`src/rtl/uart_pkg.sv`:
```
// Shared types and constants for the UART receive path.
package uart_pkg;

    localparam int UART_RX_TO_W = 8;

    typedef struct packed {
        logic       parity_err;
        logic       frame_err;
        logic [7:0] data;
    } uart_rx_entry_t;

endpackage

```
`src/rtl/uart_rx_fifo_if.sv`:
```
// Receiver-to-FIFO write strobe and show-ahead read port bundle.
interface uart_rx_fifo_if;

    logic       rx_valid_i;
    logic [7:0] rx_data_i;
    logic       frame_err_i;
    logic       parity_err_i;
    logic       rd_ready_i;
    logic       rd_valid_o;
    logic [7:0] rd_data_o;
    logic       rd_frame_err_o;
    logic       rd_parity_err_o;

    // master: receiver + register-side consumer; slave: the FIFO
    modport master (
        output rx_valid_i, rx_data_i, frame_err_i, parity_err_i, rd_ready_i,
        input  rd_valid_o, rd_data_o, rd_frame_err_o, rd_parity_err_o
    );

    modport slave (
        input  rx_valid_i, rx_data_i, frame_err_i, parity_err_i, rd_ready_i,
        output rd_valid_o, rd_data_o, rd_frame_err_o, rd_parity_err_o
    );

endinterface

```
`src/rtl/uart_rx_timeout.sv`:
```
// Character-timeout counter: counts idle bit times while data waits, sticky flag.
module uart_rx_timeout
    import uart_pkg::*;
(
    input  logic                    clk_i,
    input  logic                    rst_i,
    input  logic                    clr_i,
    input  logic                    nonempty_i,
    input  logic                    push_i,
    input  logic                    pop_i,
    input  logic                    idle_i,
    input  logic                    tick_i,
    input  logic [UART_RX_TO_W-1:0] val_i,
    output logic                    timeout_o
);

    logic [UART_RX_TO_W-1:0] r_cnt;
    logic [UART_RX_TO_W-1:0] w_cnt_inc;
    logic                    r_to;

    assign w_cnt_inc = (r_cnt == '1) ? r_cnt : r_cnt + 8'd1;
    assign timeout_o = r_to;

    always_ff @(posedge clk_i) begin
        if (rst_i || clr_i) begin
            r_cnt <= '0;
            r_to  <= 1'b0;
        end else if (push_i || pop_i) begin
            r_cnt <= '0;
            r_to  <= 1'b0;
        end else if (!nonempty_i) begin
            r_cnt <= '0;
        end else if (val_i == '0) begin
            r_cnt <= '0;
            r_to  <= 1'b0;
        end else if (tick_i && idle_i && !r_to) begin
            r_cnt <= w_cnt_inc;
            if (w_cnt_inc == val_i)
                r_to <= 1'b1;
        end
    end

endmodule

```
`src/rtl/uart_rx_fifo.sv`:
```
// UART receive FIFO: flop storage, show-ahead read, watermark, overflow pulse.
// Character timeout is built only when UART_RX_FIFO_TIMEOUT_EN is defined.
module uart_rx_fifo
    import uart_pkg::*;
#(
    parameter int DEPTH = 16,
    parameter int DW    = $clog2(DEPTH) + 1
) (
    input  logic                    clk_i,
    input  logic                    rst_i,
    uart_rx_fifo_if.slave           bus,
    input  logic                    rx_idle_i,
    input  logic                    tick_baud_i,
    input  logic                    clr_i,
    output logic [DW-1:0]           depth_o,
    input  logic [DW-1:0]           wm_lvl_i,
    output logic                    watermark_o,
    output logic                    overflow_o,
    input  logic [UART_RX_TO_W-1:0] timeout_val_i,
    output logic                    timeout_o
);

    localparam int AW = DW - 1;

    uart_rx_entry_t r_mem [DEPTH];
    logic [DW-1:0]  r_wptr, r_rptr;
    logic           r_ovf;
    logic           w_empty, w_full, w_pop, w_push, w_drop;
    uart_rx_entry_t w_head, w_in;

    assign w_empty = (r_wptr == r_rptr);
    assign w_full  = (r_wptr[AW-1:0] == r_rptr[AW-1:0]) && (r_wptr[AW] != r_rptr[AW]);
    assign w_pop   = !w_empty && bus.rd_ready_i;
    assign w_push  = bus.rx_valid_i && (!w_full || w_pop);
    assign w_drop  = bus.rx_valid_i && w_full && !w_pop;

    assign w_in = '{parity_err: bus.parity_err_i, frame_err: bus.frame_err_i, data: bus.rx_data_i};
    // Gate the head so every output reads 0 while empty (including out of reset)
    assign w_head = w_empty ? '0 : r_mem[r_rptr[AW-1:0]];

    assign bus.rd_valid_o      = !w_empty;
    assign bus.rd_data_o       = w_head.data;
    assign bus.rd_frame_err_o  = w_head.frame_err;
    assign bus.rd_parity_err_o = w_head.parity_err;

    assign depth_o     = r_wptr - r_rptr;
    assign watermark_o = (wm_lvl_i != '0) && (depth_o >= wm_lvl_i);
    assign overflow_o  = r_ovf;

    always_ff @(posedge clk_i) begin
        if (rst_i || clr_i) begin
            r_wptr <= '0;
            r_rptr <= '0;
            r_ovf  <= 1'b0;
        end else begin
            if (w_push) r_wptr <= r_wptr + 1'b1;
            if (w_pop)  r_rptr <= r_rptr + 1'b1;
            r_ovf <= w_drop;
        end
    end

    always_ff @(posedge clk_i) begin
        if (w_push && !clr_i && !rst_i)
            r_mem[r_wptr[AW-1:0]] <= w_in;
    end

`ifdef UART_RX_FIFO_TIMEOUT_EN
    uart_rx_timeout u_timeout (
        .clk_i      (clk_i),
        .rst_i      (rst_i),
        .clr_i      (clr_i),
        .nonempty_i (!w_empty),
        .push_i     (w_push),
        .pop_i      (w_pop),
        .idle_i     (rx_idle_i),
        .tick_i     (tick_baud_i),
        .val_i      (timeout_val_i),
        .timeout_o  (timeout_o)
    );
`else
    logic w_unused;
    assign w_unused  = ^{rx_idle_i, tick_baud_i, timeout_val_i};
    assign timeout_o = 1'b0;
`endif

endmodule
```
`src/flat_wrapper.sv`:
```
// flat-port wrapper written by rule: the top's interface ports become plain ports
module uart_rx_fifo_flat import uart_pkg::*;
#(
    parameter int DEPTH = 16,
    parameter int DW    = $clog2(DEPTH) + 1
)
  (clk_i, rst_i, rx_idle_i, tick_baud_i, clr_i, depth_o, wm_lvl_i, watermark_o, overflow_o, timeout_val_i, timeout_o, bus_rx_valid_i, bus_rx_data_i, bus_frame_err_i, bus_parity_err_i, bus_rd_ready_i, bus_rd_valid_o, bus_rd_data_o, bus_rd_frame_err_o, bus_rd_parity_err_o);
  uart_rx_fifo_if bus_i ();
  input  logic clk_i;
  input  logic rst_i;
  input  logic rx_idle_i;
  input  logic tick_baud_i;
  input  logic clr_i;
  output logic [DW-1:0] depth_o;
  input  logic [DW-1:0] wm_lvl_i;
  output logic watermark_o;
  output logic overflow_o;
  input  logic [UART_RX_TO_W-1:0] timeout_val_i;
  output logic timeout_o;
  input wire logic [$bits(bus_i.rx_valid_i)-1:0] bus_rx_valid_i;
  input wire logic [$bits(bus_i.rx_data_i)-1:0] bus_rx_data_i;
  input wire logic [$bits(bus_i.frame_err_i)-1:0] bus_frame_err_i;
  input wire logic [$bits(bus_i.parity_err_i)-1:0] bus_parity_err_i;
  input wire logic [$bits(bus_i.rd_ready_i)-1:0] bus_rd_ready_i;
  output wire logic [$bits(bus_i.rd_valid_o)-1:0] bus_rd_valid_o;
  output wire logic [$bits(bus_i.rd_data_o)-1:0] bus_rd_data_o;
  output wire logic [$bits(bus_i.rd_frame_err_o)-1:0] bus_rd_frame_err_o;
  output wire logic [$bits(bus_i.rd_parity_err_o)-1:0] bus_rd_parity_err_o;
  assign bus_i.rx_valid_i = bus_rx_valid_i;
  assign bus_i.rx_data_i = bus_rx_data_i;
  assign bus_i.frame_err_i = bus_frame_err_i;
  assign bus_i.parity_err_i = bus_parity_err_i;
  assign bus_i.rd_ready_i = bus_rd_ready_i;
  assign bus_rd_valid_o = bus_i.rd_valid_o;
  assign bus_rd_data_o = bus_i.rd_data_o;
  assign bus_rd_frame_err_o = bus_i.rd_frame_err_o;
  assign bus_rd_parity_err_o = bus_i.rd_parity_err_o;
  uart_rx_fifo #(.DEPTH(DEPTH), .DW(DW)) u_core (.clk_i(clk_i), .rst_i(rst_i), .bus(bus_i), .rx_idle_i(rx_idle_i), .tick_baud_i(tick_baud_i), .clr_i(clr_i), .depth_o(depth_o), .wm_lvl_i(wm_lvl_i), .watermark_o(watermark_o), .overflow_o(overflow_o), .timeout_val_i(timeout_val_i), .timeout_o(timeout_o));
endmodule
```
`config.mk`:
```
export PLATFORM = sky130hd
export DESIGN_NAME = uart_rx_fifo_flat
export DESIGN_NICKNAME = d
export VERILOG_FILES = /design/src/rtl/uart_pkg.sv /design/src/rtl/uart_rx_fifo_if.sv /design/src/rtl/uart_rx_timeout.sv /design/src/rtl/uart_rx_fifo.sv /design/src/flat_wrapper.sv
export SDC_FILE = /design/constraint.sdc
export NUM_CORES = 1
export LEC_CHECK = 0
export ABC_AREA = 1
export BUFFER_PORTS_ARGS = -buffer_cell sky130_fd_sc_hd__buf_2
export CAP_MARGIN = 20
export CORE_MARGIN = 3
export CORE_UTILIZATION = 41
export CTS_BUF_LIST = sky130_fd_sc_hd__clkbuf_8
export DETAILED_ROUTE_END_ITERATION = 12
export PLACE_DENSITY = 0.67
export SLEW_MARGIN = 5
export SYNTH_ARGS = -nofsm -noshare
export SYNTH_HDL_FRONTEND = slang
export SYNTH_HIERARCHICAL = 1
export SYNTH_SLANG_ARGS = --single-unit
```
`constraint.sdc`:
```
create_clock -name clk_i -period 7.1 [get_ports clk_i]
set_input_delay 1.065 -clock clk_i [delete_from_list [all_inputs] [get_ports clk_i]]
set_output_delay 1.065 -clock clk_i [all_outputs]
set_load 0.005 [all_outputs]
```
-- Word-level counts from Yosys, hierarchy flattened
Memories as Yosys holds them, arrays and structs flattened. A register that Yosys moved wholly into a read port is not among the register bits.
Cells that the tools add are included.
- bits in registers: 11
- bits in writable memories: 160
- input bits: 30
- output and inout bits: 19
- memories: 1
- memories (name ; words ; bits a word ; read ports ; clocked after Yosys merged registers in ; wr ports ; line ; RTL):
    u_core.r_mem ; 16 ; 10 ; 1 ; 1 ; 1 ; uart_rx_fifo.sv:25 ; uart_rx_entry_t r_mem [DEPTH];
- $add $sub $neg: 3
- order comparisons: 1
- equal/unequal tests: 3
- multiplexer cells: 5
- reduce and logical (&&, ||, !) cells: 16
- operators with widths (operator ; count):
    5-bit by 1-bit adder with 5-bit output (second input constant) ; 2
    10-bit 2-to-1 mux ; 1
    1-bit logical AND ; 8
    4-bit 2-to-1 mux ; 2
    5-bit == test ; 1
    5-bit greater-or-equal comparator ; 1
    1-bit zero test ; 5
    5-bit nonzero test ; 1
    5-bit subtractor ; 1
    4-bit == test ; 1
    1-bit logical OR ; 2
    1-bit 2-to-1 mux ; 2
    1-bit != test ; 1

-- Logic depth before layout (Yosys ltp)
- depth after elaboration: 9
- mapped depth: 12
- mapped depth without buffers: 12

-- Worst setup path before layout
Ideal clock, no wire load.
- path kind: flip-flop to output port
- start: register u_core.r_wptr[0]
- end: output port watermark_o
- arrival time: 2.015 ns
- path slack: 4.020 ns
- cell stages (with the launch flop): 13
- path buffers: 0
- cell sequence: dfxtp_1 inv_1 ha_1 inv_1 fa_1 nand3_1 nand2_1 xor2_1 ha_1 nand2_1 o21ai_0 nor3_1 a21oi_1
- longest elaborated chain between the ends: 3
- ends and longest elaborated chain (what ; line ; RTL):
    from (decl) ; uart_rx_fifo.sv:26 ; logic [DW-1:0] r_wptr, r_rptr;
    from (signal assigned) ; uart_rx_fifo.sv:56 ; if (w_push) r_wptr <= r_wptr + 1'b1;
    5-bit subtractor ; uart_rx_fifo.sv:46 ; assign depth_o = r_wptr - r_rptr;
    net depth_o[4] ; flat_wrapper.sv:14 ; output logic [DW-1:0] depth_o;
    5-bit greater-or-equal comparator ; uart_rx_fifo.sv:47 ; assign watermark_o = (wm_lvl_i != '0) && (depth_o >= wm_lvl_i);
    1-bit logical AND ; uart_rx_fifo.sv:47 ;
    to (decl) ; flat_wrapper.sv:16 ; output logic watermark_o;
The timed path passes the listed nets, and every way through them passes these cells.

==> results.tsv <==
metric	value	unit
status	finished clean	
io_pins	49	
cts_resized	0	
multi_input_area	0.00209	mm^2
grt_overflow	0	
syn_area_per_cell	11.1	um^2
cts.sinks	175	
gp_congestion	0.807	
worst_path_max_delay_cell	inv_1	
cts_setup_buffers	0	
reg2reg_depth	9	
synth_seq_area_share	68.6	%
ir_worst_vdd	117	uV
r2r-end	u_core/r_mem[10][6]$_DFFE_PP_	
p_leak	3.05	nW
track_usage	16.4	%
finalSetupTns	0	ns
routed_wl	15900	um
numPortBuffers	37	
fin_crit	4.28	ns
start_util	42.4	%
maxSlewHeadroom	25.5	%
max_slew.worst_pin.slew	1.11	ns
arrival	3.22	ns
clk_latency	0.45	ns
yosysWarnings	6	
postCtsHoldBufs	0	
synth.ff_latch_count	175	
end_kind	output pin	
grt_pass1_wl	24700	um
cts_tree	done	
crit_end	bus_rd_data_o[7]	
final_antenna_net_count	0	
grt_max_degree	57	
swShare	21.9	%
n_antenna_cell	0	
routedWlPerCell	16.8	um
cts_buffers	17	
num-fill-cells	1601	
crit_chain	buf_4, inv_1, buf_4, nand3_1, nand3_1, nand2_1, nand2_1, a21oi_1, buf_2	
dieArea	0.0198	mm^2
root_buffer	clkbuf_8	
syn_inst	672	
die_w	141	um
vias	4895	
drc	0	
p_clk_share	35.1	%
area_delta_synth_final	10.6	%
hold_viol	0	
cts.path.max_buffers	2	
setup_viol	0	
cpPeakStageDelay	0.61	ns
grt_pass1_vias	4577	
synth_area	0.00744	mm^2
core_area	0.0175	mm^2
max_freq	233	MHz
r2r_start	u_core/r_wptr[0]$_SDFFE_PP0N_	
first_pass_iters	5	
grt_antenna_before_repair	1	
p_per_area	227	mW/mm^2
timing.hold.ws	0.535	ns
crit_type	register to output pin	
clk_pin_slew	0.09	ns
finalNetCount	753	
crit_required	6.03	ns
max_cap_viol_count	0	
rows	48	
crit_path_max_fanout	41	
register_area	0.00511	mm^2
ff2ff_setup_slack	4.27	ns
vias_per_cell	5.17	
drive_gt1_share	12.1	%
finalMaxSlewViolations	0	
switchingPower	0.000410	W
cts_max_level	4	
drt_iter0_drc	380	
die_y	141	um
rsz0062_at_grt	false	
clock-skew-final	0.00973	ns
synth_cell_type_count	26	
syn-num-nets	717	
combPwrFrac	4.7	%
period_share	60.3	%
hold_path.class	register to register	
p_seq_share	60.3	%
hpwl	9460	um
internal-power	0.00146	W
startpoint_type	register	
sequential cells by signal, summed over array words and instances, names as in the netlist, named ones only:
register / cells
u_core/overflow_o: 1
u_core/r_wptr: 5
u_core/r_mem: 160
u_core/r_rptr: 5
routing by layer:
metal / global-route usage [%] / wire length (um)
met4: 6.02 / 226
met2: 26.2 / 7490
met5: 0 / 13
met1: 22.0 / 6930
met3: 4.00 / 1260
final cells by class:
class | count | area share, %
Inverter | 21 | 0.973
Clock inverter | 15 | 1.79
Timing Repair Buffer | 50 | 3.48
Sequential cell | 175 | 62.1
Tap cell | 225 | 3.42
Multi-Input combinational cell | 443 | 25.4
Clock buffer | 17 | 2.84
metrics by stage:
step / utilization (%) / instances / setup slack, ns / power (W) / area (um^2)
final: 46.9 / 946 / 2.82 / 0.00187 / 8230
after global routing: 46.9 / 946 / 2.60 / 0.00194 / 8230
after detailed placement: 44.4 / 907 / 3.32 / 0.00124 / 7790
after CTS: 46.6 / 939 / 2.79 / 0.00188 / 8170
after floorplan: - / 672 / 4.02 / 0.00120 / 7440
after global placement: 44.4 / 907 / 3.37 / 0.00124 / 7790
power by group through the flow:
stage	sequential (W)	clock, W	combinational, W
after global placement	0.00115	0	0.0000861
final	0.00113	0.000656	0.0000875
after global routing	0.00113	0.000712	0.0000994
after CTS	0.00113	0.000668	0.0000883
after floorplan	0.00115	0	0.0000498
after detailed placement	0.00115	0	0.0000879
cell families after synthesis:
logic type                 count (synthesis)  synth area share [%]
other                                      1                0.0504
AOI/OAI and AO/OA                         29                  1.95
adders and majority gates                 15                  2.62
xor gates and xnor gates                  10                  1.18
and+or+nand+nor                          388                  22.3
buffers and inverters                     54                  3.30
DFF                                      175                  68.6
cells in the mapped netlist:
| master | count | area (um^2) |
|---|---|---|
| buf_2 | 18 | 90.1 |
| nor3_1 | 4 | 20.0 |
| nor3b_1 | 1 | 7.51 |
| nand3b_2 | 1 | 11.3 |
| nand2_2 | 2 | 12.5 |
| xor2_1 | 7 | 61.3 |
| nand2_1 | 227 | 852 |
| dfxtp_1 | 15 | 300 |
| clkinv_2 | 1 | 5.00 |
| nand3_1 | 131 | 656 |
| edfxtp_1 | 160 | 4800 |
| buf_4 | 5 | 37.5 |
| clkinv_1 | 3 | 11.3 |
| clkbuf_1 | 8 | 30.0 |
| conb_1 | 1 | 3.75 |
| xnor2_1 | 3 | 26.3 |
| o21ai_0 | 4 | 20.0 |
| a21oi_1 | 25 | 125 |
| ha_1 | 14 | 175 |
| fa_1 | 1 | 20.0 |
| nor4_1 | 1 | 6.26 |
| nor2_4 | 1 | 11.3 |
| buf_1 | 2 | 7.51 |
| nor2_1 | 19 | 71.3 |
| nand2_4 | 1 | 11.3 |
| inv_1 | 17 | 63.8 |
how the worst min path moves through the flow:
stage	from	endpoint	slack, ns	cells past startpoint
detailed placement	u_core/r_wptr[3]$_SDFFE_PP0N_	u_core/r_wptr[3]$_SDFFE_PP0N_	0.52	2
global placement	u_core/r_wptr[4]$_SDFFE_PP0N_	u_core/r_wptr[4]$_SDFFE_PP0N_	0.52	2
floorplan	u_core/r_wptr[0]$_SDFFE_PP0N_	u_core/r_wptr[0]$_SDFFE_PP0N_	0.49	2
global route	u_core/r_wptr[4]$_SDFFE_PP0N_	u_core/r_wptr[4]$_SDFFE_PP0N_	0.57	2
CTS	u_core/r_wptr[3]$_SDFFE_PP0N_	u_core/r_wptr[3]$_SDFFE_PP0N_	0.54	2
finish	u_core/r_wptr[3]$_SDFFE_PP0N_	u_core/r_wptr[3]$_SDFFE_PP0N_	0.53	2
critical path: cells and delay by family (launching register included):
family,cells,cell delay (ns)
flops,1,0.31
simple gates,4,0.37
compound gates,1,0.39
buf+inv,4,1.68
placed cells by master, fill, tap and decap left out, drive strengths merged, types with 14 or more instances in the layout:
cell type	n
clkbuf	17
dfxtp	15
edfxtp	160
a21oi	25
inv	19
nand2	230
nand3	131
ha	14
nor2	20
buf	50
Note: power is estimated with default switching activity, not from simulation.
